**config.mk**
```make
export PLATFORM = sky130hd
export DESIGN_NAME = receive_buffer
export DESIGN_NICKNAME = d
export VERILOG_FILES = /design/src/rtl/link_pkg.sv /design/src/rtl/rx_fifo.sv /design/src/rtl/receive_buffer.sv
export SDC_FILE = /design/constraint.sdc
export NUM_CORES = 1
export LEC_CHECK = 0
export CORE_UTILIZATION = 53
export CTS_CLUSTER_DIAMETER = 40
export CTS_CLUSTER_SIZE = 40
export DETAILED_ROUTE_END_ITERATION = 16
export PLACE_DENSITY_LB_ADDON = 0.05
export REMOVE_ABC_BUFFERS = 1
export SKIP_LAST_GASP = 1
export SLEW_MARGIN = 20
export SYNTH_ARGS = -nofsm -noshare
export SYNTH_HDL_FRONTEND = slang
export SYNTH_HIERARCHICAL = 1
export SYNTH_SLANG_ARGS = --single-unit
```
**constraint.sdc**
```tcl
create_clock -name clk -period 3.3 [get_ports clk]
set_clock_uncertainty 0.05 [all_clocks]
set_input_delay 0.33 -clock clk [delete_from_list [all_inputs] [get_ports clk]]
set_output_delay 0.33 -clock clk [all_outputs]
set_load 0.1 [all_outputs]
```
**src/rtl/link_pkg.sv**
```systemverilog
// Shared definitions for the byte link: buffer geometry, receiver states and 8N1 frame constants.
package link_pkg;
    localparam int DEPTH = 16;
    localparam int PTR_W = 4;

    typedef enum logic [2:0] {
        IDLE,
        START,
        DATA,
        STOP,
        WAITHI
    } rx_state_t;

    localparam logic START_BIT = 1'b0;
    localparam logic STOP_BIT  = 1'b1;
    localparam int   DATA_BITS = 8;
endpackage

```
**src/rtl/rx_fifo.sv**
```systemverilog
// 16x8 first-word-fall-through receive queue with occupancy count and overrun pulse.
module rx_fifo
    import link_pkg::*;
(
    input  logic             clk,
    input  logic             reset_n,
    input  logic             push,
    input  logic [7:0]       din,
    input  logic             pop,
    output logic [7:0]       dout,
    output logic [PTR_W:0]   count,
    output logic             full,
    output logic             empty,
    output logic             ovr
);
    logic [7:0]       mem [DEPTH];
    logic [PTR_W-1:0] wptr;
    logic [PTR_W-1:0] rptr;
    logic             do_push;
    logic             do_pop;

    assign empty = (count == '0);
    assign full  = (count == (PTR_W+1)'(DEPTH));

    // A pop on an empty queue is ignored; a push into a full queue only lands if a pop frees a slot.
    assign do_pop  = pop && !empty;
    assign do_push = push && (!full || do_pop);
    assign ovr     = push && full && !do_pop;

    assign dout = empty ? 8'h00 : mem[rptr];

    always_ff @(posedge clk) begin
        if (do_push) begin
            mem[wptr] <= din;
        end
    end

    always_ff @(posedge clk or negedge reset_n) begin
        if (!reset_n) begin
            wptr  <= '0;
            rptr  <= '0;
            count <= '0;
        end else begin
            if (do_push) begin
                wptr <= wptr + 1'b1;
            end
            if (do_pop) begin
                rptr <= rptr + 1'b1;
            end
            case ({do_push, do_pop})
                2'b10:   count <= count + 1'b1;
                2'b01:   count <= count - 1'b1;
                default: count <= count;
            endcase
        end
    end
endmodule

```
**src/rtl/receive_buffer.sv**
```systemverilog
// 8N1 serial receiver feeding a 16-entry receive queue, with sticky framing and overrun flags.
module receive_buffer
    import link_pkg::*;
#(
    parameter int CLKS_PER_BIT = 16
)
(
    input  logic       clk,
    input  logic       reset_n,
    input  logic       rxd,
    input  logic       rd,
    input  logic       clr,
    output logic [7:0] dataout,
    output logic       rbneout,
    output logic [4:0] countout,
    output logic       ferrout,
    output logic       ovrout
);
    localparam int CNT_W = $clog2(CLKS_PER_BIT);
    localparam logic [CNT_W-1:0] HALF_LAST = CNT_W'(CLKS_PER_BIT / 2 - 1);
    localparam logic [CNT_W-1:0] FULL_LAST = CNT_W'(CLKS_PER_BIT - 1);
    localparam logic [2:0]       LAST_BIT  = 3'(DATA_BITS - 1);

    rx_state_t        state, state_next;
    logic [CNT_W-1:0] baud, baud_next;
    logic [2:0]       bit_cnt, bit_next;
    logic [7:0]       shift, shift_next;
    logic             sync1, rxs;
    logic             push, ferr_set;
    logic             fifo_full, fifo_empty, fifo_ovr;

    always_ff @(posedge clk or negedge reset_n) begin
        if (!reset_n) begin
            sync1 <= 1'b1;
            rxs   <= 1'b1;
        end else begin
            sync1 <= rxd;
            rxs   <= sync1;
        end
    end

    always_ff @(posedge clk or negedge reset_n) begin
        if (!reset_n) begin
            state   <= IDLE;
            baud    <= '0;
            bit_cnt <= '0;
            shift   <= '0;
        end else begin
            state   <= state_next;
            baud    <= baud_next;
            bit_cnt <= bit_next;
            shift   <= shift_next;
        end
    end

    // Baud counter restarts on every sample so each sample lands mid-bit relative to START entry.
    always_comb begin
        state_next = state;
        baud_next  = baud + 1'b1;
        bit_next   = bit_cnt;
        shift_next = shift;
        push       = 1'b0;
        ferr_set   = 1'b0;
        case (state)
            IDLE: begin
                baud_next = '0;
                if (rxs == START_BIT) begin
                    state_next = START;
                    bit_next   = '0;
                end
            end
            START: begin
                if (baud == HALF_LAST) begin
                    baud_next  = '0;
                    state_next = (rxs == START_BIT) ? DATA : IDLE;
                end
            end
            DATA: begin
                if (baud == FULL_LAST) begin
                    baud_next  = '0;
                    shift_next = {rxs, shift[7:1]};
                    if (bit_cnt == LAST_BIT) begin
                        state_next = STOP;
                    end else begin
                        bit_next = bit_cnt + 1'b1;
                    end
                end
            end
            STOP: begin
                if (baud == FULL_LAST) begin
                    baud_next = '0;
                    if (rxs == STOP_BIT) begin
                        push       = 1'b1;
                        state_next = IDLE;
                    end else begin
                        ferr_set   = 1'b1;
                        state_next = WAITHI;
                    end
                end
            end
            WAITHI: begin
                baud_next = '0;
                if (rxs == STOP_BIT) begin
                    state_next = IDLE;
                end
            end
            default: begin
                state_next = IDLE;
                baud_next  = '0;
            end
        endcase
    end

    rx_fifo u_fifo (
        .clk     (clk),
        .reset_n (reset_n),
        .push    (push),
        .din     (shift),
        .pop     (rd),
        .dout    (dataout),
        .count   (countout),
        .full    (fifo_full),
        .empty   (fifo_empty),
        .ovr     (fifo_ovr)
    );

    assign rbneout = !fifo_empty;

    // A new error in the same cycle as clr keeps the flag set.
    always_ff @(posedge clk or negedge reset_n) begin
        if (!reset_n) begin
            ferrout <= 1'b0;
            ovrout  <= 1'b0;
        end else begin
            if (ferr_set) begin
                ferrout <= 1'b1;
            end else if (clr) begin
                ferrout <= 1'b0;
            end
            if (fifo_ovr) begin
                ovrout <= 1'b1;
            end else if (clr) begin
                ovrout <= 1'b0;
            end
        end
    end

    full_count_consistent: assert property (
        @(posedge clk) disable iff (!reset_n) fifo_full |-> (countout == 5'd16)
    );
endmodule

```
## After elaboration in Yosys (flattened, before gate mapping)

Memory sizes are Yosys's and may differ from the RTL's.
Cells that the tools add are included.

- Add/sub/neg operators: 6
- Eq/ne operators: 17
- Mux-type cells: 29
- Reduce and logical (&&, ||, !) cells: 18

Operators with widths:

| kind | count |
|---|---|
| 3-bit two-way mux | 10 |
| 3-bit one-hot mux with 5 select lines | 1 |
| 2-bit inequality test, second input constant | 7 |
| 4-bit by 1-bit adder with 4-bit output, second input constant | 3 |
| 1-bit two-way mux | 11 |
| 5-bit one-hot mux with 2 select lines | 1 |
| 4-bit two-way mux | 2 |
| 8-bit two-way mux | 1 |
| 4-bit one-hot mux with 2 select lines | 1 |
| 2-bit nonzero test | 4 |
| 3-bit by 2-bit equality test with 1-bit output, second input constant | 2 |
| 3-bit equality test, second input constant | 2 |
| 3-bit one-hot mux with 2 select lines | 1 |
| 6-bit AND reduction | 1 |
| 5-bit by 1-bit adder with 5-bit output, second input constant | 1 |
| 5-bit equality test, second input constant | 1 |
| 5-bit logical NOT | 1 |
| 5-bit by 1-bit subtractor with 5-bit output, second input constant | 1 |
| 4-bit by 3-bit equality test with 1-bit output, second input constant | 1 |
| 4-bit equality test, second input constant | 1 |
| 1-bit logical AND | 4 |
| 4-bit AND reduction | 1 |
| 3-bit by 1-bit adder with 3-bit output, second input constant | 1 |
| 3-bit by 1-bit equality test with 1-bit output, second input constant | 1 |
| 8 further kinds | 10 |

- Bits in registers: 35
- Bits in writable memories: 128
- Input bits: 5
- Output and inout bits: 16
- Word-level logic and storage cells: 82
- Memories kept: 1

Memories:

| name | depth | width | rd ports | clocked after memory_dff | write ports | line | RTL |
|---|---|---|---|---|---|---|---|
| u_fifo.mem | 16 | 8 | 1 | 0 | 1 | rx_fifo.sv:16 | `logic [7:0] mem [DEPTH];` |

## Longest topological paths before layout

Gate-level depths: netlist of run 1.

- Depth in word-level cells: 7
- Mapped depth: 13
- Mapped depth without buffers: 13

## Cells and area by module

The synthesis of run 1 kept the hierarchy.

By module, submodules not included:

| module | instances | cells an instance | area each (µm²) | seq. area each (µm²) |
|---|---|---|---|---|
| rx_fifo | 1 | 308 | 5821.8 | 4169.0 |
| receive_buffer | 1 | 74 | 967.2 | 553.0 |

## Worst setup path after synthesis of run 1

No wires, ideal clock.

- Path kind: reg-to-output
- Start point: reg u_fifo.count[1]
- End point: out dataout[0]
- Arrival: 3160 ps
- Required time: 2920 ps
- Slack: -240 ps
- Stages on the path, launching flop included: 7
- Buffers on the path: 2
- Cell sequence: dfrtp_1 > buf_4 > nor4_4 > nand2b_2 > nand2b_1 > clkbuf_1 > o22ai_1

- Longest elaborated chain between the ends: 2

RTL lines:

| what | line | RTL |
|---|---|---|
| start, declared | rx_fifo.sv:11 | `output logic [PTR_W:0] count,` |
| start signal, assigned | rx_fifo.sv:51 | `2'b10: count <= count + 1'b1;` |
| start signal, assigned | rx_fifo.sv:52 | `2'b01: count <= count - 1'b1;` |
| start signal, assigned | rx_fifo.sv:53 | `default: count <= count;` |
| 5-bit logical NOT | rx_fifo.sv:22 | `assign empty = (count == '0);` |
| 8-bit two-way mux | rx_fifo.sv:30 | `assign dout = empty ? 8'h00 : mem[rptr];` |
| end, declared | receive_buffer.sv:13 | `output logic [7:0] dataout,` |

Every way passes these cells.

## Worst setup path after layout of run 1

- Start point: reg baud[0]
- End point: reg u_fifo.count[4]

- Longest elaborated chain between the ends: 6
- Elaborated cells on any way between the ends: 8
- Classes of those cells: eq/ne: 3; mux: 3; reduce/logical: 2

RTL lines:

| what | line | RTL |
|---|---|---|
| start, declared | receive_buffer.sv:25 | `logic [CNT_W-1:0] baud, baud_next;` |
| start signal, assigned | receive_buffer.sv:50 | `baud <= baud_next;` |
| 4-bit equality test (*) | receive_buffer.sv:90 | `if (baud == FULL_LAST) begin` |
| 1-bit two-way mux (*) | receive_buffer.sv:90 |  |
| 1-bit two-way mux (*) | receive_buffer.sv:64 | `case (state)` |
| via push | receive_buffer.sv:29 | `logic push, ferr_set;` |
| 1-bit logical AND (*) | rx_fifo.sv:27 | `assign do_push = push && (!full \|\| do_pop);` |
| 2-bit by 1-bit equality test with 1-bit output / 2-bit equality test (equally long branches) | rx_fifo.sv:50 | `case ({do_push, do_pop})` |
| 5-bit one-hot mux with 2 select lines / 2-bit nonzero test (equally long branches) | n/a |  |

The timed path passes the listed nets; every way through them passes the cells marked *.
A chain may end at the register's enable or synchronous reset.

==> reports/results.txt, run 1 <==
Core Util, Final: 63.5%
Sequential cell area: 4720 um^2
Final nets: 421
RSZ-0062 raised after global routing: no
Vias in the first global route: 3480
Worst-path clk slew: 0.06 ns
Boundary Pins: 21
Worst min path class: input port to flop
Detail Placement HPWL: 7970 um
Pwr/cell area: 944 nW/um^2
Fin crit period: 2.94 ns
N_diodes: 0
Hold Vio Cnt, Final: 0
Drt pass-1 iters: 4
Overflow after GRT: 0
Critical Path End Type: flop
Via count: 3386
Final Max Tran Viols: 0
Post-cts resize count: 0
CTS tree: built
Vias/cell: 5.77
Largest fanout on the critical path: 7
Area grow syn2layout: 14.8%
Drt initial violations: 319
Crit start category: flop
Root Buffer Master: clkbuf_16
WHS: 0.270 ns
Post-Syn Area per Cell: 17.8 um^2
GR Util All Layers: 21.5%
Layout Cells excl Fill: 587
First-pass GRT wire length: 19700 um
Clk_lat worst skew: 0.42 ns
Fin crit share: 89.1%
Setup TNS: 0 ns
Number of max-cap violations: 0
VDD IR max: 0.834 mV
Initial antenna violation count: 0
WL/cell: 21.4 um
Area of the multi-input gates: 1930 um^2
WS Path Type: flop to flop
Htree depth: 4
Die Area: 13300 um^2
Core ar.: 12300 um^2
Actual slew at the worst max-slew pin: 0.968 ns
Largest net degree at the start of global routing: 36
Cell total after placement: 554
Num CTS Buffers: 17
Required time worst endpoint: 3.54 ns
Share of layout cells above drive strength 1: 22.9%
WP data arrival: 3.18 ns
Die Y: 115 um
Clock Path Buffers: 2
Fmax: 340 MHz
Relative slew slack: 35.2%
Status: finished, final reports clean
Leak pwr: 2.79 nW
Initial Util: 55.3%
Fillers: 871
Final ANT Viol Nets: 0
CTS sink cnt: 163
Synth warn: 6
Final wirelength: 12500 um
Gate Count Post-Synth: 381
Setup Viol. Count Final: 0
Port buffer count: 20
Synthesized area: 6790 um^2
DR DRC count: 0
Row count: 40
Die width: 115 um
GP Congestion: 0.813
==> through the flow <==
| step | power, mW | cell area [um^2] | setup slack, ns |
|---|---|---|---|
| global route | 7.64 | 7790 | 0.0701 |
| finish | 7.35 | 7790 | 0.360 |
| CTS | 7.42 | 7790 | 0.372 |
| global placement | 5.57 | 7230 | 0.498 |
| detailed placement | 5.60 | 7230 | 0.367 |
| floorplan | 4.60 | 6690 | -0.542 |
==> cell usage in the layout (no fill, tap or decap), types with 8 or more instances in the layout <==
cell type,count
dfrtp_1,32
inv_1,8
nand2_1,15
mux4_2,32
edfxtp_1,128
clkdlybuf4s50_1,8
mux2_4,8
mux2i_1,20
nor2_1,15
ha_1,10
buf_12,10
o22ai_1,8
and2_1,12
clkbuf_16,17
xnor2_1,10
==> flip-flops by register name (all words and copies together), names as in the netlist <==
signal	cells
u_fifo/rptr	4
u_fifo/count	5
ferrout	1
sync1	1
u_fifo/wptr	4
u_fifo/mem	128
bit_cnt	3
rxs	1
state	3
shift	8
baud	4
ovrout	1
==> critical path, stage by stage (launching register included) <==
cell and delay (ns):
dfrtp_1 0.36, ha_1 0.27, nand4_1 0.16, or2_2 0.32
nor2_1 0.18, nand2b_1 0.28, or3_1 0.16, nand2_1 0.06
ha_1 0.21, o31a_1 0.24, nor3_1 0.21, nor2_1 0.07
a2bb2oi_1 0.15, o21ai_1 0.09
==> where the power goes <==
part / leakage (nW) / total, mW / switching, mW / internal (mW)
clock: 0.278 / 1.81 / 0.704 / 1.11
sequential: 1.55 / 2.58 / 0.245 / 2.33
combinational: 0.958 / 2.96 / 1.81 / 1.15
==> final cells by class <==
class	instances	area share (%)
Inverter	9	0.450
Clock buffer	26	6.41
Timing Repair Buffer	26	4.37
Tap cell	168	2.70
Sequential cell	163	60.6
Multi-Input combinational cell	189	24.7
Clock inverter	6	0.707
==> layer usage <==
layer / global-route usage [%] / up-vias / routed length, um
li1: - / 1551 / -
met1: 29.7 / 1731 / 5540
met2: 33.6 / 82 / 6110
met3: 3.90 / 22 / 602
met4: 10.0 / 0 / 272
met5: 0 / - / 0
==> worst paths after layout <==
path                                    to  depth (start not counted)  startpoint  slack (ns)
max                        u_fifo/count[4]                         13     baud[0]        0.36
min                                  sync1                          1         rxd        0.27
max reg2reg                u_fifo/count[4]                         13     baud[0]        0.36
min reg2reg                            rxs                          0       sync1        0.31
max in group asynchronous   u_fifo/rptr[0]                          2     reset_n        2.13
min in group asynchronous          baud[3]                          2     reset_n        0.49
==> what timing repair did <==
action / in CTS / in global routing
hold buffers: 1 / 0
endpoints found under the hold margin: 33 / 0
setup buffers: 0 / 0
Note: power is estimated with default switching activity, not from simulation.
==> inputs of run 2 (changes only) <==
--- a/config.mk
+++ b/config.mk
@@ -5,6 +5,8 @@
 export SDC_FILE = /design/constraint.sdc
 export NUM_CORES = 1
 export LEC_CHECK = 0
+export CAP_MARGIN = 20
+export CORE_ASPECT_RATIO = 1.4
 export CORE_UTILIZATION = 53
 export CTS_CLUSTER_DIAMETER = 40
 export CTS_CLUSTER_SIZE = 40
==> reports/results.txt, run 2 (synthesis results as in run 1) <==
Status: finished, violations left
Failing checks: design-rule violations
Initial Util: 54.6%
Vias in the first global route: 3591
Core ar.: 12400 um^2
Pre-CTS setup slack: 0.354 ns
Detail Placement HPWL: 8510 um
Number of max-cap violations: 0
Die width: 97.6 um
Post-cts resize count: 0
Placement Cell Area: 7210 um^2
Leading cell types in the layout, fill and taps excluded: 128 x edfxtp_1, 32 x dfrtp_1, 32 x mux4_2
Area grow syn2layout: 15.5%
WP data arrival: 3.30 ns
Largest net degree at the start of global routing: 36
Critical Path End Type: flop
Post-CTS setup buffers: 0
CTS sink cnt: 163
Worst r2r src: baud[0]
Actual slew at the worst max-slew pin: 1.00 ns
Largest register FFs: 128
CTS tree: built
Final wirelength: 12900 um
WS Path Type: flop to flop
Final Max Tran Viols: 0
DR DRC count: 2
Fmax: 328 MHz
Clock Path Buffers: 2
Critical hold path startpoint: rxd
Root Buffer Master: clkbuf_16
Die Y: 136 um
Vias/cell: 6.01
Pwr/cell area: 966 nW/um^2
Worst R2R Path Depth: 13
Worst-path clk slew: 0.06 ns
Worst min path class: input port to flop
Port buffer count: 20
N_diodes: 0
Drt pass-1 iters: 10
Setup ws final: 0.250 ns
Fin crit share: 92.4%
Biggest register: u_fifo/mem
GP Congestion: 0.767
VDD IR max: 0.832 mV
Overflow after GRT: 0
Die Area: 13300 um^2
Reg2Reg Setup Slack: 0.25 ns
Leak pwr: 2.82 nW
Setup TNS: 0 ns
Clk_lat worst skew: 0.42 ns
RSZ-0062 raised after global routing: no
Biggest regs: u_fifo/mem x128, shift x8, u_fifo/count x5
Hold Vio Cnt, Final: 0
Commonest non-fill, non-tap cell in the layout: edfxtp_1
GR Util All Layers: 21.5%
Non-Filler Cell Area, Final: 7840 um^2
Row count: 48
Worst hold endpoint: sync1
Largest fanout on the critical path: 7
Share of layout cells above drive strength 1: 23.9%
Setup Viol. Count Final: 0
Via count: 3444
Fin crit period: 3.05 ns
Initial antenna violation count: 0
Reg2reg end: u_fifo/count[4]
Required time worst endpoint: 3.55 ns
Htree depth: 4
Drt initial violations: 165
Final nets: 425
Hold path cells: 1
WL/cell: 22.4 um
Fillers: 851
Final ANT Viol Nets: 0
Boundary Pins: 21
Relative slew slack: 33.2%
Crit start category: flop
First-pass GRT wire length: 20400 um
Num CTS Buffers: 17
[run 2: changes by cell type in the layout (fill, tap and decap cells not counted), sizes merged]
cell,previous run,this run
clkinvlp,0,1
clkbuf,26,25
bufinv,1,2
clkinv,6,4
buf,17,21
inv,8,9
[run 2: how the worst max path moves through the flow]
| stage | start | endpoint | cells past startpoint |
|---|---|---|---|
| detailed placement | baud[0] | u_fifo/count[4] | 13 |
| CTS | u_fifo/rptr[1] | dataout[3] | 4 |
| floorplan | u_fifo/rptr[0] | dataout[0] | 3 |
| global route | baud[0] | u_fifo/count[4] | 13 |
| finish | baud[0] | u_fifo/count[4] | 13 |
| global placement | baud[0] | u_fifo/count[4] | 13 |
[run 2: metrics by stage]
stage	util, %	total power, mW	cells	hold WS, ns
after floorplan	-	4.60	361	-0.0156
after detailed placement	58.0	5.61	540	0.299
after global routing	63.1	7.86	573	0.255
final	63.1	7.58	573	0.278
after CTS	63.1	7.64	573	0.252
after global placement	58.0	5.58	540	0.297
[run 2: report_power, final]
part	total, mW	switching (mW)	internal, mW
Combinational	2.89	1.74	1.15
Sequential	2.66	0.334	2.33
Clock	2.02	0.749	1.27
Total	7.58	2.83	4.75
[run 2: routing by layer]
metal | GRT usage, % | up-vias | wire [um]
met5 | 0 | - | 0
met4 | 6.82 | 0 | 141
met3 | 5.14 | 11 | 355
met2 | 37.3 | 62 | 6870
met1 | 26.9 | 1821 | 5490
li1 | - | 1550 | -
[run 2: timing repair]
action / in CTS / in global routing
endpoints found under the hold margin: 33 / 0
hold buffers: 1 / 0
setup endpoints to repair: 0 / 0
[run 2: worst max-delay path, cell delays in order, from the launching register on]
cell	delay [ns]
dfrtp_1	0.37
ha_1	0.26
nand4_1	0.16
or2_2	0.33
nor2_1	0.22
nand2b_1	0.28
or3_1	0.16
nand2_1	0.06
ha_1	0.22
o31a_1	0.25
nor3_1	0.26
nor2_1	0.08
a2bb2oi_1	0.17
o21ai_1	0.08
[run 2: layout make-up]
cell class | count | area (um^2) | share of cell area [%]
sequential | 163 | 4720 | 60.2
multi-input combinational | 189 | 1930 | 24.6
clock buffer | 25 | 529 | 6.75
timing repair buffer | 30 | 345 | 4.40
tap | 150 | 188 | 2.39
clock inverter | 7 | 91.3 | 1.17
inverter | 9 | 35.0 | 0.447
==> inputs of run 3 (changes only) <==
--- a/config.mk
+++ b/config.mk
@@ -7,11 +7,12 @@
 export LEC_CHECK = 0
 export CAP_MARGIN = 20
 export CORE_ASPECT_RATIO = 1.4
-export CORE_UTILIZATION = 53
+export CORE_UTILIZATION = 62
 export CTS_CLUSTER_DIAMETER = 40
 export CTS_CLUSTER_SIZE = 40
 export DETAILED_ROUTE_END_ITERATION = 16
-export PLACE_DENSITY_LB_ADDON = 0.05
+export DONT_BUFFER_PORTS = 1
+export PLACE_DENSITY = 0.78
 export REMOVE_ABC_BUFFERS = 1
 export SKIP_LAST_GASP = 1
 export SLEW_MARGIN = 20
==> reports/results.txt, run 3 (synthesis results as in run 1) <==
Relative slew slack: 39.8%
Actual slew at the worst max-slew pin: 0.903 ns
Row count: 44
Pre-CTS setup slack: 0.472 ns
Largest net degree at the start of global routing: 36
Non-Filler Cell Area, Final: 7700 um^2
Worst R2R Path Depth: 8
Biggest register: u_fifo/mem
Drt pass-1 iters: 4
Status: finished, final reports clean
Reg2reg end: u_fifo/mem[9][0]
Drt initial violations: 234
Biggest regs: u_fifo/mem x128, shift x8, u_fifo/count x5
Setup TNS: 0 ns
Post-CTS setup buffers: 0
Largest register FFs: 128
Overall power: 7.22 mW
Final ANT Viol Nets: 0
Via count: 3462
Worst min path class: input port to flop
Htree depth: 4
Fillers: 616
Overflow after GRT: 0
Critical hold path startpoint: rd
GP Congestion: 0.788
WHS: 0.0494 ns
Port buffer count: 0
Post-CTS Hold Buffers: 3
Post-cts resize count: 0
CTS sink cnt: 163
Commonest non-fill, non-tap cell in the layout: edfxtp_1
Setup ws final: 0.443 ns
Final Max Tran Viols: 0
Reg2Reg Setup Slack: 0.44 ns
Vias in the first global route: 3666
Clk_lat worst skew: 0.41 ns
Core Util, Final: 73.2%
Hold path cells: 2
Required time worst endpoint: 3.31 ns
Largest fanout on the critical path: 10
Pwr/cell area: 938 nW/um^2
Placement Cell Area: 7060 um^2
Final wirelength: 12800 um
Cell total after placement: 518
Critical Path End Type: flop
Initial antenna violation count: 0
DR DRC count: 0
Fmax: 350 MHz
First-pass GRT wire length: 20900 um
WP data arrival: 2.87 ns
Worst r2r src: baud[0]
Leading cell types in the layout, fill and taps excluded: 128 x edfxtp_1, 32 x dfrtp_1, 32 x mux4_2
Num CTS Buffers: 17
Hold Vio Cnt, Final: 0
WL/cell: 23.1 um
Core ar.: 10500 um^2
Initial Util: 64.5%
Worst-path clk slew: 0.06 ns
Detail Placement HPWL: 7890 um
Die Y: 126 um
GR Util All Layers: 25.3%
Layout Cells excl Fill: 553
Clock Path Buffers: 2
RSZ-0062 raised after global routing: no
Leak pwr: 2.77 nW
Fin crit period: 2.86 ns
Root Buffer Master: clkbuf_16
Fin crit share: 86.6%
Die Area: 11400 um^2
Worst hold endpoint: u_fifo/rptr[2]
Boundary Pins: 21
WS Path Type: flop to flop
Crit start category: flop
Die width: 90.4 um
Final nets: 417
Number of max-cap violations: 0
N_diodes: 0
Vias/cell: 6.26
CTS tree: built
Share of layout cells above drive strength 1: 26.7%
Area grow syn2layout: 13.5%
Setup Viol. Count Final: 0
VDD IR max: 0.752 mV
==> run 3: cell types whose count changed in the layout (fill, tap and decap cells not counted), moves of 2 or more <==
cell,change
buf_12,-6
buf_4,+6
clkbuf_1,-3
clkbuf_16,-3
clkdlybuf4s50_1,-8
clkinv_2,-3
clkinvlp_4,+2
inv_6,+5
inv_8,+2
o22ai_1,-8
o22ai_2,+8
==> run 3: power by group <==
| part | switching (mW) | total (mW) | internal (mW) |
|---|---|---|---|
| Clock | 0.819 | 1.96 | 1.14 |
| Combinational | 1.84 | 2.76 | 0.926 |
| Sequential | 0.174 | 2.50 | 2.33 |
| Total | 2.83 | 7.22 | 4.40 |
==> run 3: worst max-delay path, stage by stage, from the launching register on <==
cell	delay (ns)
dfrtp_1	0.37
ha_1	0.27
nand4_1	0.15
or2_2	0.32
nor2_1	0.13
buf_4	0.18
o21ai_1	0.11
nor3b_1	0.46
and2_1	0.46
==> run 3: layer usage <==
layer | global-route usage [%] | part of all wire [%]
met1 | 33.2 | 39
met2 | 42.5 | 54
met3 | 4.53 | 5.7
met4 | 9.87 | 1.2
met5 | 0 | 0
==> run 3: how the worst max path moves through the flow <==
stage / startpoint / endpoint / slack (ns) / cells past startpoint
2_1_floorplan: u_fifo/rptr[0] / dataout[0] / -0.54 / 3
3_3_place_gp: baud[0] / u_fifo/mem[9][5] / 0.60 / 8
3_5_place_dp: baud[0] / u_fifo/count[4] / 0.47 / 13
4_1_cts: baud[0] / u_fifo/mem[9][0] / 0.40 / 8
5_1_grt: baud[0] / u_fifo/mem[8][7] / 0.22 / 8
6_report: baud[0] / u_fifo/mem[9][0] / 0.44 / 8
==> run 3: area by class of cell <==
cell class | count | area, um^2 | area share (%)
tap | 138 | 173 | 2.24
clock buffer | 18 | 429 | 5.57
sequential | 163 | 4720 | 61.3
clock inverter | 14 | 166 | 2.16
multi-input combinational | 189 | 1980 | 25.7
timing repair buffer | 22 | 195 | 2.53
inverter | 9 | 35.0 | 0.455
